==> config.mk <==
export PLATFORM = sky130hd
export DESIGN_NAME = nonce_target_scan_flat
export DESIGN_NICKNAME = d
export VERILOG_FILES = /design/src/rtl/nonce_target_scan_if.sv /design/src/rtl/nonce_target_scan.sv /design/src/flat_wrapper.sv
export SDC_FILE = /design/constraint.sdc
export NUM_CORES = 1
export LEC_CHECK = 0
export ABC_CLOCK_PERIOD_IN_PS = 2000
export BUFFER_PORTS_ARGS = -buffer_cell sky130_fd_sc_hd__buf_2
export CAP_MARGIN = 0
export CORE_MARGIN = 5
export CORE_UTILIZATION = 48
export CTS_BUF_LIST = sky130_fd_sc_hd__clkbuf_8
export CTS_CLUSTER_SIZE = 20
export DETAILED_ROUTE_END_ITERATION = 7
export GPL_ROUTABILITY_DRIVEN = 0
export PLACE_DENSITY = 0.77
export SYNTH_ARGS = -nofsm -noshare
export SYNTH_HDL_FRONTEND = slang
export SYNTH_SLANG_ARGS = --single-unit
==> constraint.sdc <==
create_clock -name clk -period 2 [get_ports clk]
set_input_delay 0.4 -clock clk [delete_from_list [all_inputs] [get_ports clk]]
set_output_delay 0.4 -clock clk [all_outputs]
set_load 0.005 [all_outputs]
==> src/rtl/nonce_target_scan_if.sv <==
// ============================================================================
// Module      : nonce_target_scan_if
// Description : Single-port memory bus shared between the hash core and the
//               nonce target scanner (read-only use by the scanner).
// Revision    : 1.0 - initial release
// ============================================================================
`default_nettype none

interface nonce_target_scan_if;
    logic        mem_clk;
    logic        mem_we;
    logic [15:0] mem_addr;
    logic [31:0] mem_read_data;

    modport master (
        output mem_clk,
        output mem_we,
        output mem_addr,
        input  mem_read_data
    );

    modport slave (
        input  mem_clk,
        input  mem_we,
        input  mem_addr,
        output mem_read_data
    );
endinterface

`default_nettype wire

==> src/rtl/nonce_target_scan.sv <==
// ============================================================================
// Module      : nonce_target_scan
// Description : Reads NUM_NONCES hash words from memory, flags each word that
//               is below the target and reports the lowest winning index.
//               Optional min-hash tracking is enabled by SCAN_MIN_TRACK_EN.
// Revision    : 1.0 - initial release
// ============================================================================
`default_nettype none

module nonce_target_scan #(
    parameter int NUM_NONCES = 16,
    parameter int IDX_W      = $clog2(NUM_NONCES)
) (
    input  wire logic                  clk,
    input  wire logic                  reset_n,
    input  wire logic                  start_i,
    input  wire logic [15:0]           result_addr_i,
    input  wire logic [31:0]           target_i,
    output logic                       done_o,
    output logic                       found_o,
    output logic [IDX_W-1:0]           nonce_idx_o,
    output logic [NUM_NONCES-1:0]      hit_mask_o,
`ifdef SCAN_MIN_TRACK_EN
    output logic [31:0]                min_hash_o,
    output logic [IDX_W-1:0]           min_idx_o,
`endif
    nonce_target_scan_if.master        mem
);

    localparam int CNT_W = IDX_W + 1;
    localparam logic [CNT_W-1:0] c_num = CNT_W'(NUM_NONCES);
    localparam logic [CNT_W-1:0] c_one = CNT_W'(1);

    typedef enum logic [1:0] {
        S_IDLE  = 2'd0,
        S_FETCH = 2'd1,
        S_DRAIN = 2'd2,
        S_DONE  = 2'd3
    } state_t;

    state_t                  state_q,  state_d;
    logic [31:0]             tgt_q,    tgt_d;
    logic [15:0]             addr_q,   addr_d;
    logic [CNT_W-1:0]        issue_q,  issue_d;
    logic [CNT_W-1:0]        cap_q,    cap_d;
    logic [NUM_NONCES-1:0]   mask_q,   mask_d;
    logic                    found_q,  found_d;
    logic [IDX_W-1:0]        idx_q,    idx_d;
    logic                    done_q,   done_d;
`ifdef SCAN_MIN_TRACK_EN
    logic [31:0]             run_min_q,     run_min_d;
    logic [IDX_W-1:0]        run_min_idx_q, run_min_idx_d;
    logic [31:0]             min_hash_q,    min_hash_d;
    logic [IDX_W-1:0]        min_idx_q,     min_idx_d;
`endif

    logic                    w_hit;
    logic                    w_cap_en;
    logic [IDX_W-1:0]        w_first_idx;

    assign w_hit    = mem.mem_read_data < tgt_q;
    // The first FETCH edge only launches the second address; data lags by two edges.
    assign w_cap_en = ((state_q == S_FETCH) && (issue_q != c_one)) || (state_q == S_DRAIN);

    always_comb begin
        w_first_idx = '0;
        for (int i = NUM_NONCES - 1; i >= 0; i--) begin
            if (mask_q[i]) begin
                w_first_idx = IDX_W'(i);
            end
        end
    end

    always_comb begin
        state_d = state_q;
        tgt_d   = tgt_q;
        addr_d  = addr_q;
        issue_d = issue_q;
        cap_d   = cap_q;
        mask_d  = mask_q;
        found_d = found_q;
        idx_d   = idx_q;
        done_d  = 1'b0;
`ifdef SCAN_MIN_TRACK_EN
        run_min_d     = run_min_q;
        run_min_idx_d = run_min_idx_q;
        min_hash_d    = min_hash_q;
        min_idx_d     = min_idx_q;
`endif

        if (w_cap_en) begin
            mask_d[cap_q[IDX_W-1:0]] = w_hit;
            cap_d                    = cap_q + c_one;
`ifdef SCAN_MIN_TRACK_EN
            if (mem.mem_read_data < run_min_q) begin
                run_min_d     = mem.mem_read_data;
                run_min_idx_d = cap_q[IDX_W-1:0];
            end
`endif
        end

        case (state_q)
            S_IDLE: begin
                // The cycle carrying the done pulse still belongs to DONE.
                if (start_i && !done_q) begin
                    tgt_d   = target_i;
                    addr_d  = result_addr_i;
                    issue_d = c_one;
                    cap_d   = '0;
                    mask_d  = '0;
                    found_d = 1'b0;
                    idx_d   = '0;
`ifdef SCAN_MIN_TRACK_EN
                    run_min_d     = 32'hFFFF_FFFF;
                    run_min_idx_d = '0;
`endif
                    state_d = S_FETCH;
                end
            end
            S_FETCH: begin
                if (issue_q < c_num) begin
                    addr_d  = addr_q + 16'd1;
                    issue_d = issue_q + c_one;
                end
                if (issue_d == c_num) begin
                    state_d = S_DRAIN;
                end
            end
            S_DRAIN: begin
                if (cap_d == c_num) begin
                    state_d = S_DONE;
                end
            end
            S_DONE: begin
                found_d = |mask_q;
                idx_d   = w_first_idx;
                done_d  = 1'b1;
`ifdef SCAN_MIN_TRACK_EN
                min_hash_d = run_min_q;
                min_idx_d  = run_min_idx_q;
`endif
                state_d = S_IDLE;
            end
            default: state_d = S_IDLE;
        endcase
    end

    always_ff @(posedge clk or negedge reset_n) begin
        if (!reset_n) begin
            state_q <= S_IDLE;
            tgt_q   <= '0;
            addr_q  <= '0;
            issue_q <= '0;
            cap_q   <= '0;
            mask_q  <= '0;
            found_q <= 1'b0;
            idx_q   <= '0;
            done_q  <= 1'b0;
`ifdef SCAN_MIN_TRACK_EN
            run_min_q     <= '0;
            run_min_idx_q <= '0;
            min_hash_q    <= '0;
            min_idx_q     <= '0;
`endif
        end else begin
            state_q <= state_d;
            tgt_q   <= tgt_d;
            addr_q  <= addr_d;
            issue_q <= issue_d;
            cap_q   <= cap_d;
            mask_q  <= mask_d;
            found_q <= found_d;
            idx_q   <= idx_d;
            done_q  <= done_d;
`ifdef SCAN_MIN_TRACK_EN
            run_min_q     <= run_min_d;
            run_min_idx_q <= run_min_idx_d;
            min_hash_q    <= min_hash_d;
            min_idx_q     <= min_idx_d;
`endif
        end
    end

    assign done_o      = done_q;
    assign found_o     = found_q;
    assign nonce_idx_o = idx_q;
    assign hit_mask_o  = mask_q;
`ifdef SCAN_MIN_TRACK_EN
    assign min_hash_o  = min_hash_q;
    assign min_idx_o   = min_idx_q;
`endif

    assign mem.mem_clk  = clk;
    assign mem.mem_we   = 1'b0;
    assign mem.mem_addr = addr_q;

endmodule

`default_nettype wire

==> src/flat_wrapper.sv <==
// flat-port wrapper written by rule: the top's interface ports become plain ports
module nonce_target_scan_flat 
#(
    parameter int NUM_NONCES = 16,
    parameter int IDX_W      = $clog2(NUM_NONCES)
)
  (clk, reset_n, start_i, result_addr_i, target_i, done_o, found_o, nonce_idx_o, hit_mask_o, mem_mem_clk, mem_mem_we, mem_mem_addr, mem_mem_read_data);
  nonce_target_scan_if mem_i ();
  input  wire logic clk;
  input  wire logic reset_n;
  input  wire logic start_i;
  input  wire logic [15:0] result_addr_i;
  input  wire logic [31:0] target_i;
  output logic done_o;
  output logic found_o;
  output logic [IDX_W-1:0] nonce_idx_o;
  output logic [NUM_NONCES-1:0] hit_mask_o;
  output wire logic [$bits(mem_i.mem_clk)-1:0] mem_mem_clk;
  output wire logic [$bits(mem_i.mem_we)-1:0] mem_mem_we;
  output wire logic [$bits(mem_i.mem_addr)-1:0] mem_mem_addr;
  input wire logic [$bits(mem_i.mem_read_data)-1:0] mem_mem_read_data;
  assign mem_mem_clk = mem_i.mem_clk;
  assign mem_mem_we = mem_i.mem_we;
  assign mem_mem_addr = mem_i.mem_addr;
  assign mem_i.mem_read_data = mem_mem_read_data;
  nonce_target_scan #(.NUM_NONCES(NUM_NONCES), .IDX_W(IDX_W)) u_core (.clk(clk), .reset_n(reset_n), .start_i(start_i), .result_addr_i(result_addr_i), .target_i(target_i), .done_o(done_o), .found_o(found_o), .nonce_idx_o(nonce_idx_o), .hit_mask_o(hit_mask_o), .mem(mem_i));
endmodule
==> flow_summary_export.csv <==
group,metric,value,unit
placed_design,place_area,5750,um^2
worst_hold_path,min_to,"u_core.tgt_q[14]",
routing,firstDrtPassIters,7,
setup_path,r2r_slack,0.01,ns
setup_path,critPathLaunchType,"register",
global_route,grt_pass1_wl,20800,um
yosys,synthesis.nets,679,
floorplanning,rows,36,
power_and_ir_drop,ir_worst_vdd,0.560,mV
routing,drt_iter0_markers,286,
power_and_ir_drop,power_leakage,3.05,nW
placed_design,dp_hpwl,9160,um
routing,drc,0,
finish,drive_gt1_share,29.6,%
worst_hold_path,hp-start,"target_i[14]",
floorplanning,dieArea,12300,um^2
yosys,ys_seq_area_share,42.1,%
setup_path,end_kind,"register",
yosys,synth_top_cell_by_area,"dfrtp_1",
flow_run,drv_cap,0,
yosys,synth_edf_count,0,
global_route,antenna_found_initial,0,
setup_path,crit_arrival,2.37,ns
sta,fmax,503,MHz
setup_path,worst_ep_required_time,2.38,ns
yosys,syn_inst,553,
sta,max_slew_margin,54.2,%
placed_design,place.port_buffers,121,
global_route,grt.total_usage,20.2,%
finish,layout.cells.non_filler,835,
global_route,grt_max_degree,72,
sta,hold_viol_final,0,
sta,slew_violations,0,
routing,vias,4568,
routing,final_antenna_net_count,0,
yosys,avgSynthCellArea,8.80,um^2
clocking,clkLatencyLatePin,0.46,ns
floorplanning,io_pins,123,
setup_path,worstReg2RegEnd,"u_core.hit_mask_o[0]",
yosys,netlist_area,4870,um^2
power_and_ir_drop,p_total,9.58,mW
routing,vias_per_cell,5.47,
yosys,ys_types,54,
sta,worst_slew_pin_slew,0.684,ns
setup_path,path_max_fanout,8,
floorplanning,die_y,111,um
sta,rsz0062_at_grt,"yes",
sta,finalClockSkew,0.00758,ns
power_and_ir_drop,power_density,1530,nW/um^2
yosys,ys.flop_type,"dfrtp_1",
global_route,grt_pass1_vias,4559,
finish,fin_area,6250,um^2
clocking,cts_tree,"done",
worst_hold_path,hp-class,"primary input to register",
yosys,async_flop_share,100,%
routing,wire_per_inst,15.3,um
finish,antennaDiodeCount,0,
yosys,synth.area.top_cells,"dfrtp_1, ha_1, nand2_1",
yosys,synth_top_cell_area_share,42.1,%
finish,fin_nets,823,
sta,finalCriticalPeriod,1.99,ns
yosys,ys_ff_latch,82,
setup_path,critical_path_class,"register to register",
routing,wl,12800,um
global_route,grt-ovfl-total,0,
worst_hold_path,hold_path_depth,3,
clocking,clkTransAtPathRegs,0.09,ns
setup_path,rr_startpoint,"u_core.tgt_q[5]",
floorplanning,coreArea,9820,um^2
sta,setup_viol,0,
floorplanning,start_util,49.6,%
run_status,status,"finished, final reports clean",
finish,area_growth,28.3,%
sta,period_share,99.5,%
setup_path,reg2reg_depth,9,
placed_design,place_inst,810,
floorplanning,die_w,111,um
yosys,yosysWarnings,0,
## per-layer routing
layer / part of all wire, % / global-route usage, % / up-vias
met5: 0 / 0 / -
met4: 2.6 / 7.72 / 0
met3: 6.0 / 4.80 / 32
met2: 49 / 33.9 / 157
met1: 42 / 25.3 / 2159
li1: - / - / 2220
## worst max-delay path by stage
stage | start | slack, ns | to | cells past startpoint
floorplan | u_core.issue_q[1] | 0.06 | u_core.state_q[1] | 7
global placement | mem_mem_read_data[25] | -0.14 | u_core.hit_mask_o[15] | 10
detailed placement | mem_mem_read_data[14] | -0.18 | u_core.hit_mask_o[15] | 8
CTS | u_core.issue_q[1] | 0.003 | u_core.state_q[1] | 7
global route | u_core.tgt_q[5] | -0.10 | u_core.hit_mask_o[3] | 9
finish | u_core.tgt_q[5] | 0.01 | u_core.hit_mask_o[0] | 9
## layout make-up
class	instances	area [um^2]
clock inverters	7	95.1
multi-input cells	404	2700
flip-flops and latches	82	2050
clock buffers	13	170
inverters	46	176
repair buffers	150	885
well taps	133	166
fillers	852	3570
## sequential cells by signal, indices dropped and copies added (netlist names)
signal	flops
u_core.issue_q	5
u_core.state_q	2
u_core.cap_q	5
u_core.tgt_q	32
u_core.done_o	1
u_core.hit_mask_o	16
u_core.found_o	1
u_core.nonce_idx_o	4
u_core.mem.mem_addr	16
## stage by stage
stage | TNS, ns | worst slack [ns] | hold slack (ns) | utilization, %
after floorplan | 0 | 0.0556 | 0.104 | -
after global placement | -1.67 | -0.136 | 0.336 | 58.5
after detailed placement | -2.56 | -0.177 | 0.337 | 58.5
after CTS | 0 | 0.00337 | 0.118 | 61.5
after global routing | -1.24 | -0.104 | 0.120 | 63.6
final | 0 | 0.0102 | 0.130 | 63.6
## cell usage after synthesis, drive strengths merged (3+ instances only)
library cell / number
nand2: 98
dfrtp: 82
o21ai: 63
inv: 46
ha: 43
a21oi: 33
nor2: 26
mux2i: 24
nand3: 21
clkbuf: 12
nor3: 12
a22oi: 10
nand4: 10
buf: 9
nor2b: 6
a211oi: 5
and3: 5
o22ai: 5
nor4: 4
nand2b: 3
o211ai: 3
o21a: 3
## power breakdown
group / total (mW) / internal [mW] / switching, mW / leakage (nW)
clock: 1.49 / 0.840 / 0.649 / 0.128
combinational: 5.04 / 2.26 / 2.78 / 1.89
sequential: 3.05 / 2.41 / 0.643 / 1.03
## worst max-delay path, stage by stage, from the launching register on
cell and delay (ns):
dfrtp_1 0.38, inv_2 0.08, ha_4 0.20, a211o_1 0.29, a21oi_4 0.17, o211ai_1 0.15, a21oi_2 0.17, o211ai_2 0.14
buf_6 0.18, mux2i_1 0.15
## repair_timing
item,in CTS,in global routing
setup endpoints to repair,16,31
hold endpoints to repair,23,0
hold buffers,1,0
pin swaps,0,6
gates cloned,0,2
gates resized for setup,5,34
buffers inserted,0,3
## kinds of logic (layout without fill, tap and decap cells)
logic type | after synthesis | count (layout) | synth area share, %
and+or+nand+nor | 193 | 193 | 18.1
buffers and inverters | 67 | 216 | 5.73
muxes | 26 | 26 | 5.40
xor gates and xnor gates | 3 | 3 | 0.540
DFF | 82 | 82 | 42.1
adders and majority gates | 43 | 43 | 11.1
other | 1 | 1 | 0.0770
AOI/OAI and AO/OA | 138 | 138 | 16.9
## cell usage in the layout, fill, tap and decap left out, types with 7 or more instances in the layout
cell type  instances
nand4_1           10
ha_4               7
nand3_1           20
ha_1              34
nor3_1            12
inv_1             38
dfrtp_1           82
inv_2              8
a21oi_1           26
mux2i_1           24
a22oi_1           10
o21ai_0           59
buf_4             24
buf_2            120
nand2_1           98
clkbuf_8          12
nor2_1            24
Power figures use the tool's default switching activity.
